### src/rtl/reset_sequencer.sv
// Reset sequencer: holds all downstream reset domains asserted for a minimum
// time, then releases them one by one, each gated by its ack or a timeout.
module reset_sequencer #(
  parameter int NUM_STAGES  = 3,
  parameter int MIN_ASSERT  = 16,
  parameter int STAGE_GAP   = 4,
  parameter int ACK_TIMEOUT = 255
) (
  input  logic                              clk,
  input  logic                              i_rst,
  input  logic                              i_req,
  input  logic [NUM_STAGES-1:0]             i_ack,
  output logic [NUM_STAGES-1:0]             o_rst,
  output logic                              o_busy,
  output logic [$clog2(NUM_STAGES+1)-1:0]   o_stage,
  output logic                              o_timeout
);

  localparam int SW      = $clog2(NUM_STAGES + 1);
  localparam int MAX_AB  = (MIN_ASSERT > STAGE_GAP) ? MIN_ASSERT : STAGE_GAP;
  localparam int MAX_CNT = (MAX_AB > ACK_TIMEOUT) ? MAX_AB : ACK_TIMEOUT;
  localparam int CW      = $clog2(MAX_CNT + 1);

  localparam logic [CW-1:0] HOLD_LAST = CW'(MIN_ASSERT - 1);
  localparam logic [CW-1:0] GAP_LAST  = CW'(STAGE_GAP - 1);
  localparam logic [CW-1:0] ACK_LAST  = CW'(ACK_TIMEOUT - 1);
  localparam logic [SW-1:0] LAST_STAGE = SW'(NUM_STAGES - 1);
  localparam logic [SW-1:0] DONE_STAGE = SW'(NUM_STAGES);

  typedef enum logic [1:0] {
    S_HOLD,
    S_WAIT_ACK,
    S_GAP,
    S_DONE
  } state_t;

  state_t                  state_q, state_d;
  logic [CW-1:0]           cnt_q, cnt_d;
  logic [SW-1:0]           k_q, k_d;
  logic [NUM_STAGES-1:0]   rst_q, rst_d;
  logic                    busy_q, busy_d;
  logic                    timeout_q, timeout_d;
  logic                    ack_sel;

  always_comb begin
    // NOTE: every signal written here gets a default first, so no latch is inferred.
    state_d   = state_q;
    cnt_d     = cnt_q;
    k_d       = k_q;
    rst_d     = rst_q;
    busy_d    = busy_q;
    timeout_d = timeout_q;
    ack_sel   = 1'b0;

    // Only the ack of the stage currently being waited on matters.
    for (int i = 0; i < NUM_STAGES; i++) begin
      if (k_q == SW'(i)) ack_sel = i_ack[i];
    end

    if (i_req) begin
      state_d = S_HOLD;
      cnt_d   = '0;
      k_d     = '0;
      rst_d   = '1;
      busy_d  = 1'b1;
    end else begin
      case (state_q)
        S_HOLD: begin
          if (cnt_q == HOLD_LAST) begin
            state_d  = S_WAIT_ACK;
            cnt_d    = '0;
            k_d      = '0;
            rst_d[0] = 1'b0;
          end else begin
            cnt_d = cnt_q + CW'(1);
          end
        end

        S_WAIT_ACK: begin
          if (ack_sel || (cnt_q == ACK_LAST)) begin
            if (!ack_sel) timeout_d = 1'b1;
            cnt_d = '0;
            if (k_q == LAST_STAGE) begin
              state_d = S_DONE;
              k_d     = DONE_STAGE;
              busy_d  = 1'b0;
            end else begin
              state_d = S_GAP;
            end
          end else begin
            cnt_d = cnt_q + CW'(1);
          end
        end

        S_GAP: begin
          if (cnt_q == GAP_LAST) begin
            state_d = S_WAIT_ACK;
            cnt_d   = '0;
            k_d     = k_q + SW'(1);
            for (int i = 0; i < NUM_STAGES; i++) begin
              if (k_q + SW'(1) == SW'(i)) rst_d[i] = 1'b0;
            end
          end else begin
            cnt_d = cnt_q + CW'(1);
          end
        end

        S_DONE: ;

        default: state_d = S_HOLD;
      endcase
    end
  end

  always_ff @(posedge clk or posedge i_rst) begin
    if (i_rst) begin
      state_q   <= S_HOLD;
      cnt_q     <= '0;
      k_q       <= '0;
      rst_q     <= '1;
      busy_q    <= 1'b1;
      timeout_q <= 1'b0;
    end else begin
      // NOTE: clocked state uses non-blocking assignments only.
      state_q   <= state_d;
      cnt_q     <= cnt_d;
      k_q       <= k_d;
      rst_q     <= rst_d;
      busy_q    <= busy_d;
      timeout_q <= timeout_d;
    end
  end

  assign o_rst     = rst_q;
  assign o_busy    = busy_q;
  assign o_stage   = k_q;
  assign o_timeout = timeout_q;

endmodule
### config.mk
export PLATFORM = sky130hd
export DESIGN_NAME = reset_sequencer
export DESIGN_NICKNAME = d
export VERILOG_FILES = /design/src/rtl/reset_sequencer.sv
export SDC_FILE = /design/constraint.sdc
export NUM_CORES = 1
export LEC_CHECK = 0
export ABC_AREA = 1
export CAP_MARGIN = 5
export CORE_MARGIN = 8
export CORE_UTILIZATION = 42
export CTS_BUF_LIST = sky130_fd_sc_hd__clkbuf_8 sky130_fd_sc_hd__clkbuf_16
export DETAILED_ROUTE_END_ITERATION = 10
export PLACE_DENSITY = 0.67
export SKIP_CTS_REPAIR_TIMING = 1
export SLEW_MARGIN = 40
export SYNTH_ARGS = -nofsm -noshare
export SYNTH_HDL_FRONTEND = slang
export SYNTH_SLANG_ARGS = --single-unit
### constraint.sdc
create_clock -name clk -period 1.4 [get_ports clk]
set_input_delay 0.28 -clock clk [delete_from_list [all_inputs] [get_ports clk]]
set_output_delay 0.28 -clock clk [all_outputs]
set_load 0.005 [all_outputs]
# [After elaboration in Yosys (flattened, before gate mapping)]
# Cells that the tools add are included.
[word_totals] mem_bits_rw=0 latch_bits=0 memories=0 mem_bits_ro=0 inputBits=6 word_cells=78 out_inout_bits=7 reg_bits=17
[op_classes] n_mul=0 add_sub_neg=2 shift=0 bitwise=2 reduce_logical=20 div_mod_pow=0 magnitude_cmp=0 n_eq_ne=14 mux=32
[ops] operator="$mux 8" n=4
[ops] operator="$pmux 8 s3" n=1
[ops] operator="$mux 2" n=10
[ops] operator="$ne 3x3->1 const B" n=5
[ops] operator="$reduce_bool 2->1" n=7
[ops] operator="$mux 1" n=12
[ops] operator="$pmux 2 s3" n=2
[ops] operator="$reduce_and 4->1" n=3
[ops] operator="$reduce_and 3->1" n=3
[ops] operator="$add 8x1->8 const B" n=1
[ops] operator="$eq 8x2->1 const B" n=1
[ops] operator="$eq 8x4->1 const B" n=1
[ops] operator="$eq 8x8->1 const B" n=1
[ops] operator="$eq 2x1->1 const B" n=3
[ops] operator="$eq 2x2->1 const B" n=3
[ops] operator="$logic_not 2->1" n=3
[ops] operator="$mux 3" n=2
[ops] operator="$reduce_and 5->1" n=1
[ops] operator="$reduce_bool 4->1" n=1
[ops] operator="$reduce_bool 3->1" n=1
[ops] operator="$add 2x1->2 const B" n=1
[ops] operator="$not 1->1" n=2
[ops] operator="$pmux 1 s2" n=1
[ops] operator="$logic_or 1x1->1" n=1

# [Logic depth before layout (Yosys ltp)]
# Gate-level depths: netlist of the first run.
[depth] depth_word=8 mapped_depth=10 ltp_nobuf=10

# [Worst setup path after synthesis of the first run]
# Ideal clock, no wire load.
[synth_path] path_type="reg2reg" start="register k_q[0], in the netlist o_stage[0]" end="register k_q[0], in the netlist o_stage[0]" synth_period_minus_slack_ns=1.451 arrival_time_ns=1.335 setup_time_ns=0.117 n_path_buf=0 stages_incl_launch_ff=10 setup_slack_ns=-0.051 cell_sequence="dfrtp_1 > inv_1 > ha_1 > inv_1 > nand3_1 > nand3_2 > nor2_1 > nor2_4 > nand3_1 > nand2_1"
[synth_via] elab_chain_cells=7 elab_cells_between_ends=14 classes_between="1 x add/sub; 4 x eq/ne; 6 x mux; 3 x reduce/logical"
[synth_rtl] element="from (decl)" line="39" text="logic [SW-1:0] k_q, k_d;"
[synth_rtl] element="from (signal assigned)" line="127" text="k_q <= k_d;"
[synth_rtl] element="$logic_not 2->1" line="57" text="if (k_q == SW'(i)) ack_sel = i_ack[i];"
[synth_rtl] element="$mux 1 (3 in series)" line="57"
[synth_rtl] element="$logic_or 1x1->1" line="80" text="if (ack_sel || (cnt_q == ACK_LAST)) begin"
[synth_rtl] element="$ne 3x3->1 (no source line)"
[synth_rtl] element="$reduce_and 5->1 (no source line)"
# Several ways; a longest one is shown, not always the timed one. The select of a mux whose other input is x is not followed.
# A chain may end at the register's enable or synchronous reset.

# [Worst setup path after layout of the first run]
[layout_path] start="register cnt_q[0]" end="register state_q[0]"
[layout_via] elab_chain_cells=4 elab_cells_between_ends=8 classes_between="6 x eq/ne; 2 x reduce/logical"
[layout_rtl] element="from (decl)" line="38" text="logic [CW-1:0] cnt_q, cnt_d;"
[layout_rtl] element="from (signal assigned)" line="126" text="cnt_q <= cnt_d;"
[layout_rtl] element="$eq 8x8->1" line="80"
[layout_rtl] element="$logic_or 1x1->1" line="80"
[layout_rtl] element="$ne 3x3->1 (no source line)"
[layout_rtl] element="$reduce_and 4->1 (no source line) (*)"
[layout_rtl] element="to (signal assigned)" line="125" text="state_q <= state_d;"
[layout_rtl] element="to (decl)" line="37" text="state_t state_q, state_d;"
# Mark *: on every way between the ends. The rest lies on a longest branch, timed or not.

==> impl_metrics.yaml, run 1 <==
status:
  status: "finished with violations"
  violations: "setup timing"
global_routing:
  grt_pass1_vias: 1249
  overflow: 0
  grt_max_degree: 18
  grt_pass1_wl_um: 5310
  grt_usage_pct: 12.9
  grt_antenna_before_repair: 0
placed_design:
  placedCellCount: 236
  place_area_mm2: 0.00158
  dp_hpwl_um: 2460
  place_congestion: 0.950
  post-place-ws_ns: -0.312
  io_buffer_count: 12
power_and_ir_drop:
  p_sw_uw: 1550
  pwr-share-seq_pct: 20.5
  power.internal_uw: 1900
  ir_drop_mv: 1.64
  sw_frac_of_total_pct: 45.0
  p_leak_uw: 0.000946
  p_total_uw: 3450
  p_clk_share_pct: 10.6
  power_density_mw_per_mm2: 1820
  combPwrFrac_pct: 68.9
critical_path:
  start_kind: "flop"
  crit_arrival_ns: 1.69
  cp-end-kind: "flop"
  required_ns: 1.54
  worstPathMaxFanout: 3
  critical_path_class: "flop to flop"
sta:
  tightest_slew_ns: 0.409
  layout_setup_ws_ns: -0.144
  setup_violations: 15
  slew-limit-headroom_pct: 72.7
  fin_crit_sh_pct: 110
  drv_slew: 0
  max_clock_freq_mhz: 648
  rsz0062_at_grt: "true"
  hold_viol: 0
  setup-tns-final_ns: -1.44
  min_period_ns: 1.54
  skew_ns: 0.00180
logic_synthesis:
  synth_top_family_by_area: "simple AND/OR/NAND/NOR gates"
  yosysUniqueCellTypes: 22
  synthSimpleGateAreaFrac_pct: 33.6
  yosysWarnings: 0
  avgSynthCellArea_um2: 7.14
  synth_compound_area_share_pct: 10.1
  synth-xor-area-share_pct: 0.725
  synth_fa_ha_area_share_pct: 10.4
  syn_area_mm2: 0.00121
  synth_nets: 185
  postSynthCellCount: 169
  synthMuxAreaShare_pct: 0
  yosysSeqAreaShare_pct: 35.6
  yosys_register_bits: 17
routing:
  via_per_inst: 5.06
  wl_um: 3670
  vias: 1270
  first_pass_iters: 4
  drt-initial-drc-count: 70
  ant_nets: 0
  drc: 0
  wl_per_cell_um: 14.6
die:
  start_util_pct: 44.2
  die_width_um: 69.6
  die_h_um: 69.6
  row_count: 19
  core_area_mm2: 0.00273
  ioPinCount: 13
  dieArea_mm2: 0.00485
cells_and_area:
  antenna_cells: 0
  final_cells: 251
  n_fill_cell: 202
  nets: 237
  final_area_mm2: 0.00190
  areaGrowthSynthToFinish_pct: 57.3
  final_layout_size_suffix_gt1_share_pct: 44.1
cts:
  cts_tree: "built"
  clkSlewWorstSetupHoldPaths_ns: 0.07
  cts_buffers: 3
  htreeDepth: 1
  clkLatencyLatePin_ns: 0.25
  cts_root_buffer: "clkbuf_8"
  clock_sinks: 17
  clock_path_buffers: 2
min_path:
  holdCritPathClass: "primary input to asynchronous set/reset pin"
flow_run:
  drv_cap: 0
-- cell usage after synthesis (all sizes together) --
cell type | count | share of area [%]
nand3 | 13 | 6.2
dfrtp | 13 | 27
a31oi | 2 | 1.0
dfstp | 4 | 8.7
xor2 | 1 | 0.73
nor2 | 20 | 7.9
inv | 31 | 9.6
nor3 | 2 | 0.83
a31o | 1 | 0.73
o31ai | 1 | 0.62
nand2 | 51 | 17
o21ai | 10 | 4.5
a21oi | 7 | 3.2
nand4 | 3 | 1.6
ha | 10 | 10
-- kinds of logic (layout without fill, tap and decap cells) --
kind of cell,after synthesis,in the layout
simple gates,89,89
buf+inv,31,82
xor+xnor,1,1
compound gates,21,21
flops,17,17
fa+ha+maj,10,10
-- metal layers --
metal	up-vias	global-route usage (%)	part of all wire, %
li1	631	-	-
met5	-	0	0
met3	7	3.58	2.5
met1	615	13.6	43
met2	17	24.5	54
met4	0	3.13	1.3
-- metrics by stage --
step / hold slack (ns) / utilization (%)
2_1_floorplan: 0.203 / -
3_3_place_gp: 0.452 / 57.7
3_5_place_dp: 0.471 / 57.7
4_1_cts: 0.341 / 59.3
5_1_grt: 0.353 / 69.5
6_report: 0.338 / 69.5
-- sequential cells by signal, summed over array words and instances (netlist names) --
register   flops
o_stage        2
cnt_q          8
state_q        2
o_busy         1
o_rst          3
o_timeout      1
-- worst max-delay path: stages (launching register included) --
cell	delay (ns)
dfrtp_1	0.42
inv_2	0.09
ha_2	0.19
nand2_2	0.06
nor2_2	0.11
nand2_2	0.10
nand4_1	0.14
nand2_2	0.10
o21ai_1	0.15
nand2_1	0.07
-- final timing paths --
path,startpoint,end,slack (ns),depth (start not counted)
setup / recovery,cnt_q[0],state_q[0],-0.14,9
hold / removal,i_rst,cnt_q[0],0.34,3
setup reg to reg,cnt_q[0],state_q[0],-0.14,9
hold reg to reg,o_rst[0],o_rst[0],0.47,2
max in group asynchronous,i_rst,o_busy,0.81,3
min in group clk,o_rst[0],o_rst[0],0.47,2
-- final cells by class --
cell class	instances	area, µm²	share of cell area [%]
tap	31	38.8	2.04
timing repair buffer	47	403	21.2
inverter	31	125	6.59
sequential	17	433	22.8
clock inverter	1	3.75	0.198
clock buffer	3	41.3	2.17
multi-input combinational	121	855	45.0
-- power groups by stage --
stage	sequential (µW)	combinational (µW)	clock, µW
global route	719	2570	396
finish	709	2380	366
global placement	670	1670	0
CTS	668	1730	372
detailed placement	677	1710	0
floorplan	672	952	0
-- cells in the final DEF, fill, tap and decap left out, types with 3 or more instances in the layout --
| cell type | Yosys | final |
|---|---|---|
| nand3_1 | 11 | 6 |
| o21ai_2 | 1 | 3 |
| buf_4 | 0 | 33 |
| nand4_1 | 3 | 3 |
| o21ai_1 | 0 | 3 |
| nor2_2 | 2 | 3 |
| dfstp_2 | 4 | 4 |
| o21ai_0 | 9 | 3 |
| nand3_2 | 2 | 4 |
| inv_1 | 30 | 19 |
| ha_2 | 0 | 3 |
| nor2_1 | 16 | 13 |
| nand2_2 | 6 | 7 |
| clkdlybuf4s50_1 | 0 | 4 |
| inv_2 | 1 | 10 |
| clkbuf_8 | 0 | 3 |
| ha_1 | 10 | 3 |
| dfrtp_1 | 13 | 11 |
| ha_4 | 0 | 4 |
| nand2_4 | 0 | 3 |
| nand3_4 | 0 | 3 |
| nor2_4 | 2 | 4 |
| nand2_1 | 45 | 41 |
| a21oi_1 | 6 | 6 |
| dlymetal6s2s_1 | 0 | 7 |
(Power assumes the default switching activity.)
==> inputs of run 2 (changes only) <==
- ABC_AREA: 1 -> default
- CORE_ASPECT_RATIO: default -> 1.75
==> run 2 against run 1 <==
The run still ends with setup timing left; clock-buffer cell count unchanged; sequential cell count is the same; register-to-register slack got worse by 0.52 ns; first-iteration DRC count decreased by 84%.
==> impl_metrics.yaml, run 2 <==
critical_path:
  r2r_start: "cnt_q[4]"
  cp_slowest_stage_delay_ns: 0.57
  worstPathMaxFanout: 3
  required_ns: 1.55
  cp-end-kind: "flop"
  r2r_slack_ns: -0.66
  r2r_cells: 5
  slowest_stage: "or4_4"
  critical_path_class: "flop to flop"
  r2r-end: "o_stage[1]"
  crit_arrival_ns: 2.21
  start_kind: "flop"
  crit_chain: "or4_4 -> o41ai_4 -> a31oi_2 -> a21oi_2 -> mux2_1"
die:
  die_width_um: 54.4
  core_area_mm2: 0.00246
  ioPinCount: 13
  row_count: 24
  die_h_um: 83.3
  dieArea_mm2: 0.00453
  start_util_pct: 44.1
power_and_ir_drop:
  sw_frac_of_total_pct: 39.4
  p_sw_uw: 1080
  p_leak_uw: 0.000789
  power.internal_uw: 1660
  ir_drop_mv: 1.01
  p_total_uw: 2740
  combPwrFrac_pct: 61.4
  p_clk_share_pct: 13.8
  power_density_mw_per_mm2: 1620
  pwr-share-seq_pct: 24.8
routing:
  via_per_inst: 5.36
  vias: 1083
  wl_um: 3070
  drc: 0
  wl_per_cell_um: 15.2
  ant_nets: 0
  drt-initial-drc-count: 11
  first_pass_iters: 4
sta:
  skew_ns: 0.00675
  drv_slew: 0
  fin_crit_sh_pct: 147
  worst_hold_slack_ns: 0.335
  min_period_ns: 2.06
  slew-limit-headroom_pct: 72.9
  setup_violations: 17
  rsz0062_at_grt: "true"
  tightest_slew_ns: 0.406
  max_clock_freq_mhz: 484
  hold_viol: 0
  layout_setup_ws_ns: -0.664
status:
  status: "finished with violations"
  violations: "setup timing"
cells_and_area:
  layout_common_cells: "buf_4, dfrtp_1, nand2_1, inv_1"
  top_register: "cnt_q"
  final_common_cell: "buf_4"
  areaGrowthSynthToFinish_pct: 56.0
  final_layout_size_suffix_gt1_share_pct: 42.6
  antenna_cells: 0
  nets: 193
  n_fill_cell: 201
  largest_reg_flops: 8
flow_run:
  drv_cap: 0
logic_synthesis:
  yosysUniqueCellTypes: 31
  synthArstFlopShare_pct: 100
  postSynthCellCount: 121
  yosysWarnings: 0
  synth_common_cells: "dfrtp_1, inv_1, nand2_1"
  synth_ff_type: "dfrtp_1"
  yosysSeqAreaShare_pct: 39.6
  synth_top_area_share_pct: 30.0
  yosys_register_bits: 17
  syn_area_mm2: 0.00109
  ys_top_cells_by_area: "dfrtp_1, ha_1, dfstp_2"
  synth_area_leader_cell: "dfrtp_1"
  synth_nets: 137
  yosysMostFrequentCell: "dfrtp_1"
  avgSynthCellArea_um2: 8.98
  synth_edf_count: 0
global_routing:
  grt_pass1_wl_um: 4650
  grt_pass1_vias: 1107
  grt_antenna_before_repair: 0
  grt_max_degree: 18
  grt_usage_pct: 13.1
  overflow: 0
cts:
  clock_sinks: 17
  htreeDepth: 1
  cts_tree: "built"
  cts_root_buffer: "clkbuf_8"
  clkLatencyLatePin_ns: 0.26
  cts_buffers: 3
  clock_path_buffers: 2
  clkSlewWorstSetupHoldPaths_ns: 0.07
placed_design:
  place_congestion: 0.830
  dp_hpwl_um: 2150
  post-place-ws_ns: -0.786
  io_buffer_count: 12
min_path:
  holdCritPathClass: "primary input to asynchronous set/reset pin"
[run 2: cell type report]
class                   count  area (µm²)  share of cell area (%)
flip-flops and latches     17         430                    25.4
inverters                  11        41.3                    2.44
clock inverters             1        5.00                   0.295
well taps                  26        32.5                    1.92
repair buffers             54         445                    26.3
multi-input cells          90         698                    41.2
clock buffers               3        41.3                    2.44
[run 2: kinds of logic (layout without fill, tap and decap cells)]
kind of cell	Yosys count	after routing	synth area share [%]
compound gates	31	31	19.1
xor+xnor	2	2	1.61
fa+ha+maj	10	10	11.5
buf+inv	14	69	4.84
flops	17	17	39.6
mux	4	4	3.92
simple gates	43	43	19.4
[run 2: per-layer routing]
metal / GRT usage (%) / part of all wire (%)
met1: 14.1 / 35
met2: 22.3 / 57
met3: 2.14 / 3.5
met4: 7.43 / 4.8
met5: 0 / 0
[run 2: worst max-delay path: cells and delay by family, from the launching register on]
kind | cells | cell delay (ns)
compound gates | 3 | 0.66
simple gates | 1 | 0.57
flops | 1 | 0.38
mux | 1 | 0.34
[run 2: worst max path at each step]
stage                     cells after the start        from    endpoint
final                                         5    cnt_q[4]  o_stage[1]
after global routing                          5    cnt_q[4]  o_stage[1]
after CTS                                     7  o_stage[1]    cnt_q[0]
after detailed placement                      7  o_stage[1]    cnt_q[0]
after global placement                        7  o_stage[1]    cnt_q[7]
after floorplan                               5    cnt_q[4]  o_stage[0]
[run 2: metrics by stage]
| step | instance area [µm²] | util [%] | instances | TNS (ns) |
|---|---|---|---|---|
| after CTS | 1550 | 63.1 | 195 | -10.39 |
| final | 1690 | 68.8 | 202 | -7.31 |
| after floorplan | 1110 | - | 121 | -6.12 |
| after global placement | 1510 | 61.2 | 191 | -8.47 |
| after global routing | 1690 | 68.8 | 202 | -8.56 |
| after detailed placement | 1510 | 61.2 | 191 | -9.07 |
[run 2: power groups by stage]
stage / Sequential, µW / Clock, µW / Combinational (µW)
final: 681 / 380 / 1680
after CTS: 675 / 389 / 1430
after detailed placement: 680 / 0 / 1420
after floorplan: 667 / 0 / 706
after global placement: 671 / 0 / 1390
after global routing: 694 / 407 / 1870
